<file path="config.mk">
export PLATFORM = sky130hd
export DESIGN_NAME = irq_pending_ctrl_flat
export DESIGN_NICKNAME = d
export VERILOG_FILES = /design/src/rtl/irq_pending_ctrl_if.sv /design/src/rtl/irq_pending_ctrl.sv /design/src/flat_wrapper.sv
export SDC_FILE = /design/constraint.sdc
export NUM_CORES = 1
export LEC_CHECK = 0
export ABC_AREA = 1
export ABC_CLOCK_PERIOD_IN_PS = 7100
export CAP_MARGIN = 10
export CORE_MARGIN = 2
export CORE_UTILIZATION = 54
export DETAILED_ROUTE_END_ITERATION = 12
export HOLD_SLACK_MARGIN = 0.1
export PLACE_DENSITY = 0.95
export SETUP_SLACK_MARGIN = 0.2
export SLEW_MARGIN = 20
export SYNTH_ARGS = -nofsm -noshare
export SYNTH_HDL_FRONTEND = slang
export SYNTH_SLANG_ARGS = --single-unit
</file>
<file path="constraint.sdc">
create_clock -name clk -period 7.1 [get_ports clk]
set_input_delay 1.42 -clock clk [delete_from_list [all_inputs] [get_ports clk]]
set_output_delay 1.42 -clock clk [all_outputs]
set_load 0.01 [all_outputs]
</file>
<file path="src/rtl/irq_pending_ctrl_if.sv">
// Handshake bundle between the interrupt pending controller and its consumer.
interface irq_pending_ctrl_if #(
   parameter int unsigned NUM_SRC = 4,
   parameter int unsigned ID_W    = 2,
   parameter int unsigned MISS_W  = 8
);
   logic                enable;
   logic [NUM_SRC-1:0]  irq_src;
   logic [NUM_SRC-1:0]  irq_mask;
   logic                ack;
   logic                clear_miss;
   logic                irq_out;
   logic [ID_W-1:0]     irq_id;
   logic [NUM_SRC-1:0]  pending;
   logic [MISS_W-1:0]   miss_cnt;

   // Consumer / system side: drives sources and ack, observes the request.
   modport master (
      output enable, irq_src, irq_mask, ack, clear_miss,
      input  irq_out, irq_id, pending, miss_cnt
   );

   // Controller side.
   modport slave (
      input  enable, irq_src, irq_mask, ack, clear_miss,
      output irq_out, irq_id, pending, miss_cnt
   );
endinterface

</file>
<file path="src/rtl/irq_pending_ctrl.sv">
// Captures interrupt pulses as pending bits and presents one prioritised irq at a time.
module irq_pending_ctrl #(
   parameter int unsigned NUM_SRC     = 4,
   parameter int unsigned ID_W        = 2,
   parameter int unsigned HOLDOFF_CYC = 2,
   parameter int unsigned MISS_W      = 8
) (
   input  logic               clk,
   input  logic               rst_n,
   irq_pending_ctrl_if.slave  bus
);

   localparam int unsigned HO_W  = (HOLDOFF_CYC > 1) ? $clog2(HOLDOFF_CYC) : 1;
   localparam int unsigned SUM_W = MISS_W + 5;
   localparam logic [MISS_W-1:0] MISS_MAX = '1;
   localparam logic [HO_W-1:0]   HO_LOAD  = HO_W'((HOLDOFF_CYC == 0) ? 0 : HOLDOFF_CYC - 1);

   typedef enum logic [1:0] {
      S_IDLE    = 2'd0,
      S_ASSERT  = 2'd1,
      S_HOLDOFF = 2'd2
   } state_t;

   state_t               r_state;
   state_t               w_state_nxt;
   logic [NUM_SRC-1:0]   r_src_q;
   logic                 r_armed;
   logic [NUM_SRC-1:0]   r_pending;
   logic                 r_irq_out;
   logic [ID_W-1:0]      r_irq_id;
   logic [HO_W-1:0]      r_hold_cnt;
   logic [MISS_W-1:0]    r_miss_cnt;

   logic [NUM_SRC-1:0]   w_edge;
   logic [NUM_SRC-1:0]   w_clr;
   logic [NUM_SRC-1:0]   w_miss;
   logic [NUM_SRC-1:0]   w_pending_nxt;
   logic [SUM_W-1:0]     w_miss_sum;
   logic [MISS_W-1:0]    w_miss_nxt;
   logic                 w_ack_acc;
   logic                 w_any_pend;
   logic [ID_W-1:0]      w_lowest_id;
   logic                 w_irq_out_nxt;
   logic [ID_W-1:0]      w_irq_id_nxt;
   logic [HO_W-1:0]      w_hold_nxt;

   // Rising-edge capture; the first clock after reset only samples the sources,
   // so a level already high at release is not mistaken for a new edge.
   assign w_edge     = bus.irq_src & ~r_src_q & bus.irq_mask
                     & {NUM_SRC{bus.enable & r_armed}};
   assign w_ack_acc  = bus.enable & bus.ack & (r_state == S_ASSERT);
   assign w_any_pend = |r_pending;

   // One-hot clear of the presented source on an accepted ack.
   always_comb begin
      w_clr = '0;
      if (w_ack_acc) begin
         w_clr[r_irq_id] = 1'b1;
      end
   end

   // Pending update: set beats clear; an edge on a still-pending bit is a miss.
   always_comb begin
      w_miss        = w_edge & r_pending & ~w_clr;
      w_pending_nxt = bus.enable ? ((r_pending & ~w_clr) | w_edge) : '0;
   end

   // Saturating miss counter; clear_miss wins over increments, counter holds when disabled.
   always_comb begin
      w_miss_sum = SUM_W'(r_miss_cnt);
      for (int i = 0; i < int'(NUM_SRC); i++) begin
         w_miss_sum = w_miss_sum + SUM_W'(w_miss[i]);
      end
      w_miss_nxt = r_miss_cnt;
      if (bus.enable) begin
         if (bus.clear_miss) begin
            w_miss_nxt = '0;
         end else if (w_miss_sum > SUM_W'(MISS_MAX)) begin
            w_miss_nxt = MISS_MAX;
         end else begin
            w_miss_nxt = MISS_W'(w_miss_sum);
         end
      end
   end

   // Lowest set pending index has highest priority.
   always_comb begin
      w_lowest_id = '0;
      for (int i = int'(NUM_SRC) - 1; i >= 0; i--) begin
         if (r_pending[i]) begin
            w_lowest_id = ID_W'(i);
         end
      end
   end

   // Source history, pending bits and miss counter.
   always_ff @(posedge clk or negedge rst_n) begin
      if (!rst_n) begin
         r_src_q    <= '0;
         r_armed    <= 1'b0;
         r_pending  <= '0;
         r_miss_cnt <= '0;
      end else begin
         r_src_q    <= bus.irq_src;
         r_armed    <= 1'b1;
         r_pending  <= w_pending_nxt;
         r_miss_cnt <= w_miss_nxt;
      end
   end

   // FSM state register.
   always_ff @(posedge clk or negedge rst_n) begin
      if (!rst_n) begin
         r_state <= S_IDLE;
      end else begin
         r_state <= w_state_nxt;
      end
   end

   // FSM next-state logic.
   always_comb begin
      w_state_nxt = r_state;
      if (!bus.enable) begin
         w_state_nxt = S_IDLE;
      end else begin
         case (r_state)
            S_IDLE: begin
               if (w_any_pend) begin
                  w_state_nxt = S_ASSERT;
               end
            end
            S_ASSERT: begin
               if (bus.ack) begin
                  w_state_nxt = (HOLDOFF_CYC == 0) ? S_IDLE : S_HOLDOFF;
               end
            end
            S_HOLDOFF: begin
               if (r_hold_cnt == '0) begin
                  w_state_nxt = S_IDLE;
               end
            end
            default: w_state_nxt = S_IDLE;
         endcase
      end
   end

   // FSM output logic: next values of the registered request, id and holdoff count.
   always_comb begin
      w_irq_out_nxt = r_irq_out;
      w_irq_id_nxt  = r_irq_id;
      w_hold_nxt    = r_hold_cnt;
      if (!bus.enable) begin
         w_irq_out_nxt = 1'b0;
         w_hold_nxt    = '0;
      end else begin
         case (r_state)
            S_IDLE: begin
               if (w_any_pend) begin
                  w_irq_out_nxt = 1'b1;
                  w_irq_id_nxt  = w_lowest_id;
               end
            end
            S_ASSERT: begin
               if (bus.ack) begin
                  w_irq_out_nxt = 1'b0;
                  w_hold_nxt    = HO_LOAD;
               end
            end
            S_HOLDOFF: begin
               w_irq_out_nxt = 1'b0;
               if (r_hold_cnt != '0) begin
                  w_hold_nxt = r_hold_cnt - HO_W'(1);
               end
            end
            default: w_irq_out_nxt = 1'b0;
         endcase
      end
   end

   // Registered request outputs and holdoff counter.
   always_ff @(posedge clk or negedge rst_n) begin
      if (!rst_n) begin
         r_irq_out  <= 1'b0;
         r_irq_id   <= '0;
         r_hold_cnt <= '0;
      end else begin
         r_irq_out  <= w_irq_out_nxt;
         r_irq_id   <= w_irq_id_nxt;
         r_hold_cnt <= w_hold_nxt;
      end
   end

   assign bus.irq_out  = r_irq_out;
   assign bus.irq_id   = r_irq_id;
   assign bus.pending  = r_pending;
   assign bus.miss_cnt = r_miss_cnt;

endmodule

</file>
<file path="src/flat_wrapper.sv">
// flat-port wrapper written by rule: the top's interface ports become plain ports
module irq_pending_ctrl_flat 
#(
   parameter int unsigned NUM_SRC     = 4,
   parameter int unsigned ID_W        = 2,
   parameter int unsigned HOLDOFF_CYC = 2,
   parameter int unsigned MISS_W      = 8
)
  (clk, rst_n, bus_enable, bus_irq_src, bus_irq_mask, bus_ack, bus_clear_miss, bus_irq_out, bus_irq_id, bus_pending, bus_miss_cnt);
  irq_pending_ctrl_if #(.NUM_SRC(NUM_SRC), .ID_W(ID_W), .MISS_W(MISS_W)) bus_i ();
  input  logic clk;
  input  logic rst_n;
  input wire logic [$bits(bus_i.enable)-1:0] bus_enable;
  input wire logic [$bits(bus_i.irq_src)-1:0] bus_irq_src;
  input wire logic [$bits(bus_i.irq_mask)-1:0] bus_irq_mask;
  input wire logic [$bits(bus_i.ack)-1:0] bus_ack;
  input wire logic [$bits(bus_i.clear_miss)-1:0] bus_clear_miss;
  output wire logic [$bits(bus_i.irq_out)-1:0] bus_irq_out;
  output wire logic [$bits(bus_i.irq_id)-1:0] bus_irq_id;
  output wire logic [$bits(bus_i.pending)-1:0] bus_pending;
  output wire logic [$bits(bus_i.miss_cnt)-1:0] bus_miss_cnt;
  assign bus_i.enable = bus_enable;
  assign bus_i.irq_src = bus_irq_src;
  assign bus_i.irq_mask = bus_irq_mask;
  assign bus_i.ack = bus_ack;
  assign bus_i.clear_miss = bus_clear_miss;
  assign bus_irq_out = bus_i.irq_out;
  assign bus_irq_id = bus_i.irq_id;
  assign bus_pending = bus_i.pending;
  assign bus_miss_cnt = bus_i.miss_cnt;
  irq_pending_ctrl #(.NUM_SRC(NUM_SRC), .ID_W(ID_W), .HOLDOFF_CYC(HOLDOFF_CYC), .MISS_W(MISS_W)) u_core (.clk(clk), .rst_n(rst_n), .bus(bus_i));
endmodule
</file>
* Word-level counts from Yosys, hierarchy flattened
Cells that the tools add are included.
** Storage, ports and cells
- Bits of input ports :: 13
- Word-level logic and storage cells :: 64
- Register bits :: 23
- Output and inout port bits :: 15
** Operators by class
- Equal/unequal tests :: 6
- Order comparisons :: 3
- Multiplexer cells :: 23
- Reductions and logical operators :: 7
- Add/subtract/negate cells :: 5
- Bitwise operators :: 12
** Operators by type and width (count)
- $add A13 B1 Y13 :: 3
- $and A4 B4 Y4 :: 6
- $mux W2 :: 8
- $mux W8 :: 2
- $gt A13 B8 Y1 const B :: 1
- $add A8 B1 Y9 :: 1
- $mux W4 :: 2
- $not A4 Y4 :: 2
- $mux W1 :: 7
- $ne A3 B3 Y1 const B :: 2
- $pmux W2 S3 :: 1
- $reduce_and A3 Y1 :: 2
- $or A4 B4 Y4 :: 1
- $pmux W1 S2 :: 2
- $reduce_and A2 Y1 :: 2
- $reduce_or A4 Y1 :: 1
- $and A1 B1 Y1 :: 3
- $lt A2 B3 Y1 const B :: 1
- $ne A3 B1 Y1 const B :: 1
- $ne A3 B2 Y1 const B :: 1
- $demux W1 S2 :: 1
- $eq A2 B1 Y1 const B :: 1
- $eq A2 B2 Y1 const B :: 1
- $ge A2 B1 Y1 const B :: 1
- other kinds (3) :: 3

* Logic depth before layout (Yosys ltp)
- Depth after elaboration :: 14
- Gate-level depth with buffers :: 19
- Mapped depth without buffers :: 19

* Least setup slack after synthesis
No wires, ideal clock.
- Path kind :: input to register
- From :: input bus_ack
- To :: register u_core.r_miss_cnt[1], in the netlist u_core.bus.miss_cnt[1]
- Stages :: 17
- Slack :: 3.055 ns
- Data arrival time :: 3.980 ns
- Setup time :: 0.065 ns
- Cell sequence :: nand3_1 -> o31ai_1 -> nor2_1 -> ha_1 -> fa_1 -> ha_1 -> inv_1 -> fa_1 -> nor2_1 -> nand2_1 -> nor2_2 -> nand3_2 -> nand2_2 -> inv_2 -> nand2_1 -> nand2_1 -> nand2_1
** Between the ends
- Cells in the longest elaborated chain, start to end :: 12
** Ends and longest elaborated chain
- from (decl) :: RTL line flat_wrapper.sv:16 : input wire logic [$bits(bus_i.ack)-1:0] bus_ack;
- $and A1 B1 Y1 (*) (2 in series) :: RTL line irq_pending_ctrl.sv:51 : assign w_ack_acc = bus.enable & bus.ack & (r_state == S_ASSERT);
- $mux W4 (*) :: RTL line irq_pending_ctrl.sv:57 : if (w_ack_acc) begin
- $not A4 Y4 (*) :: RTL line irq_pending_ctrl.sv:64 : w_miss = w_edge & r_pending & ~w_clr;
- $and A4 B4 Y4 (*) :: RTL line irq_pending_ctrl.sv:64
- $add A8 B1 Y9 :: RTL line irq_pending_ctrl.sv:72 : w_miss_sum = w_miss_sum + SUM_W'(w_miss[i]);
- $add A13 B1 Y13 (2 in series) :: RTL line irq_pending_ctrl.sv:72
- $add A13 B1 Y13 (*) :: RTL line irq_pending_ctrl.sv:72
- $gt A13 B8 Y1 :: RTL line irq_pending_ctrl.sv:78 : end else if (w_miss_sum > SUM_W'(MISS_MAX)) begin
- $mux W8 (*) :: RTL line irq_pending_ctrl.sv:78
- $mux W8 (*) :: RTL line irq_pending_ctrl.sv:76 : if (bus.clear_miss) begin
- to (signal assigned) :: RTL line irq_pending_ctrl.sv:107 : r_miss_cnt <= w_miss_nxt;
- to (decl) :: RTL line irq_pending_ctrl.sv:32 : logic [MISS_W-1:0] r_miss_cnt;
Mark *: on every way between the ends. The rest lies on a longest branch, timed or not.
A chain may end at the register's enable or synchronous reset.

* Worst setup path in the final report
- From :: input bus_enable
- To :: register u_core.r_miss_cnt[4], in the netlist u_core.bus.miss_cnt[4]
** Between the ends
- Cells in the longest elaborated chain, start to end :: 12
** Ends and longest elaborated chain
- from (decl) :: RTL line flat_wrapper.sv:13 : input wire logic [$bits(bus_i.enable)-1:0] bus_enable;
- $and A1 B1 Y1 (2 in series) :: RTL line irq_pending_ctrl.sv:51
- $mux W4 :: RTL line irq_pending_ctrl.sv:57
- $not A4 Y4 :: RTL line irq_pending_ctrl.sv:64
- $and A4 B4 Y4 :: RTL line irq_pending_ctrl.sv:64
- $add A8 B1 Y9 :: RTL line irq_pending_ctrl.sv:72
- $add A13 B1 Y13 (3 in series) :: RTL line irq_pending_ctrl.sv:72
- $gt A13 B8 Y1 :: RTL line irq_pending_ctrl.sv:78
- $mux W8 :: RTL line irq_pending_ctrl.sv:78
- $mux W8 :: RTL line irq_pending_ctrl.sv:76
Parallel ways exist; a longest one is shown, timed or not.

==> metrics.txt <==
status=finished, final reports clean; Adder-Cell Fraction of Synth Area=0.06812; Worst setup SP type=input pin; CP Buf/Inv Count=3; die height=53.49 µm; arrival time of the worst setup path=4.95 ns; Crit path largest cell delay=0.56 ns; worst-margin pin slew=0.5181 ns; post-layout util=0.7297; Synth cell types=25; first-pass GRT wire length=5575 µm; Peak Freq=213.6 MHz; crit-path leading delay family=adder cells; hold_sp=u_core.bus.miss_cnt[4]; largest net degree at the start of global routing=24; routed vias/inst=5.398; clk sinks=23; H-tree depth=1; I/O pin count=28; top-area cell type share of the netlist area=0.4352; net switching power=0.06832 mW; Chip Width=53.49 µm; met2 WL post-DR=1686 µm; Worst Hold Depth=2; area leader, netlist=dfrtp_1; drt pass-1 iters=4; IO Port Bufs=27; Final Hold Vio Count=0; CP max FO=7; max_cap viols=0; Slowest-stage cell, CP=clkdlybuf4s50_1; Int Pwr=0.1775 mW; CTS tree=built; multi-input logic area=663.1 µm²; initial antenna violation count=0; syn avg cell area=7.645 µm²; PD cells=149.4 nW/µm²; Rows=17; register area=575.6 µm²; top cells by area, synth=dfrtp_1 (44%), nand2_1 (17%), inv_1 (5.7%); Final setup viols=0; Post-synth EDFFs=0; simple logic cell fraction of the synthesized area=0.3103; CP Capture Type=flip-flop; Clock transition at path regs=0.12 ns; share of post-route cells with drive strength above 1=0.07389; clock share of power=0.256; cell mode on critical path=nand2_1; Core ar.=2255 µm²; main combinational cell family by area after synthesis=simple AND/OR/NAND/NOR gates; GR Util All Layers=0.2721; nets=223; DR WL met3=178 µm; post-synthesis compound-gate area fraction=0.09366; initial core utilization=0.5866; die area=2861 µm²; required time worst endpoint=7.37 ns; first-iteration detailed-routing DRC count=33; Synth Net Count=192; Slew Viols, Final=0; sequential share of power=0.592; GR Overflow Total=0; r2r startpoint=u_core.r_state[0]; DP HPWL=2478 µm; setup TNS after final layout=0 ns; Reg2Reg Depth=19; Tmin final=4.682 ns; buffer depth of the longest clock path=2; wire length per cell=13.56 µm; Root Buffer=clkbuf_4; worst min path class=flip-flop to flip-flop; Routed Wire Length=3133 µm; register area share after synthesis=0.4352; R2R Setup Slk=3.51 ns; area of the mapped netlist=1323 µm²; fraction of synthesized cell area in xor and xnor cells=0.02649; WS Path Type=input pin to flip-flop; Pleak=0.7770 nW; VDD IR-drop max=122.1 µV; Final Cycle Share=0.6595; cells after synthesis=173; CTS resizes=0; vias in the first global route=1377; synth cell count leaders=nand2_1 (59), dfrtp_1 (23), inv_1 (20); hold endpoint=u_core.bus.miss_cnt[4]; postcts setup bufs=0; post-route ant nets=0; Final Skew=0.006795 ns; via count=1247; Async S/R FF share, synth=1.000; n_diodes=0; Fillers=183; relative slew slack=0.6533; # hold bufs at CTS=0; combinational power share=0.151; RD Place Congestion=0.9435; Main synth FF type=dfrtp_1; Area growth syn-to-layout=24.41%; Remaining DRCs=0; mux cell area share after synthesis=0; Switching Share=0.2779; Crit path depth=18; wl on met1=1196 µm; Seq cells post-synth=23; TritonCTS buffer count=3; most common cell in the netlist=nand2_1; Highest Signal Layer=met4; Ys Warns=0; Clock Latency Late Sink=0.33 ns; RSZ-0062 raised after global routing=false; CP cell instances=clkdlybuf4s50_1 > nand3_1 > o31ai_1 > nor2_1 > ha_1 > fa_1 > ha_1 > inv_1 > fa_1 > nor2_1 > nand2_1 > nor2_2 > nand3_2 > nand2_2 > inv_2 > nand2_1 > nand2_1 > nand2_1; FF-to-FF End=u_core.bus.miss_cnt[4]
-- power groups by stage --
stage	clock, mW	combinational, mW	sequential [mW]
final	0.0630	0.0372	0.146
after floorplan	0	0.0140	0.148
after CTS	0.0661	0.0379	0.146
after global placement	0	0.0362	0.148
after detailed placement	0	0.0377	0.148
after global routing	0.0717	0.0430	0.147
-- routing by layer --
layer,vias up,GRT usage
li1,603,-
met1,588,0.2607
met2,43,0.5226
met3,13,0.07062
met4,0,0.1325
met5,-,0
-- per-stage QoR --
step                power [mW]  instances  setup slack [ns]  cell area, µm²  hold WS (ns)
finish                  0.2458        231             2.418            1645        0.5477
global route            0.2614        231             2.132            1645        0.5959
CTS                     0.2496        231             2.435            1650        0.5477
detailed placement      0.1859        227             2.079            1623        0.5102
global placement        0.1838        227             2.350            1623        0.5105
floorplan               0.1623        173             3.055            1323        0.4747
-- layout make-up --
cell class	count	area share
Tap cell	28	0.02129
Clock buffer	3	0.01369
Sequential cell	23	0.3498
Timing Repair Buffer	27	0.1612
Inverter	21	0.04791
Clock inverter	1	0.003042
Multi-Input combinational cell	128	0.4030
-- how the worst max path moves through the flow --
stage / end / startpoint / slack (ns)
after floorplan: u_core.bus.miss_cnt[1] / bus_ack / 3.05
after global placement: u_core.bus.miss_cnt[2] / bus_enable / 2.35
after detailed placement: u_core.bus.miss_cnt[4] / bus_enable / 2.08
after CTS: u_core.bus.miss_cnt[4] / bus_enable / 2.43
after global routing: u_core.bus.miss_cnt[6] / bus_enable / 2.13
final: u_core.bus.miss_cnt[4] / bus_enable / 2.42
-- kinds of logic (layout without fill, tap and decap cells) --
logic type                 Yosys count  after routing
and+or+nand+nor                     96             96
DFF                                 23             23
buffers and inverters               22             52
AOI/OAI and AO/OA                   21             21
adders and majority gates            6              6
xor gates and xnor gates             4              4
other                                1              1
-- registers in the layout, indices dropped and copies added, names as in the netlist --
register,flops
u_core.bus.miss_cnt,8
u_core.bus.pending,4
u_core.r_src_q,4
u_core.bus.irq_id,2
u_core.r_state,2
u_core.bus.irq_out,1
u_core.r_armed,1
u_core.r_hold_cnt,1
-- worst reg2reg max path: stages, from the launching register on --
cell and delay [ns]:
dfrtp_1 0.42, inv_1 0.06, nor2_1 0.11, nand3_1 0.19, o31ai_1 0.38, nor2_1 0.09
ha_1 0.30, fa_1 0.55, ha_1 0.17, inv_1 0.05, fa_1 0.40, nor2_1 0.12
nand2_1 0.10, nor2_2 0.15, nand3_2 0.10, nand2_2 0.08, inv_2 0.07, nand2_1 0.08
nand2_1 0.05, nand2_1 0.07
-- cells in the final DEF, fill, tap and decap left out --
cell type and count:
o31ai_1 5, conb_1 1, nand4_1 1, nand3b_1 1
xor2_1 1, clkdlybuf4s50_1 26, o21ai_0 8, fa_1 2
xnor2_1 3, nor2_2 3, nand2_1 59, inv_1 20
ha_1 4, a21oi_1 4, o21bai_1 1, nand3_1 9
clkinv_2 1, a41oi_1 1, nor3_1 1, buf_2 1
dfrtp_1 23, nor2_1 16, nand3_2 1, nand2_2 4
inv_2 1, clkbuf_4 3, nor2_4 1, o21ai_1 2
Note: power is estimated with default switching activity, not from simulation.
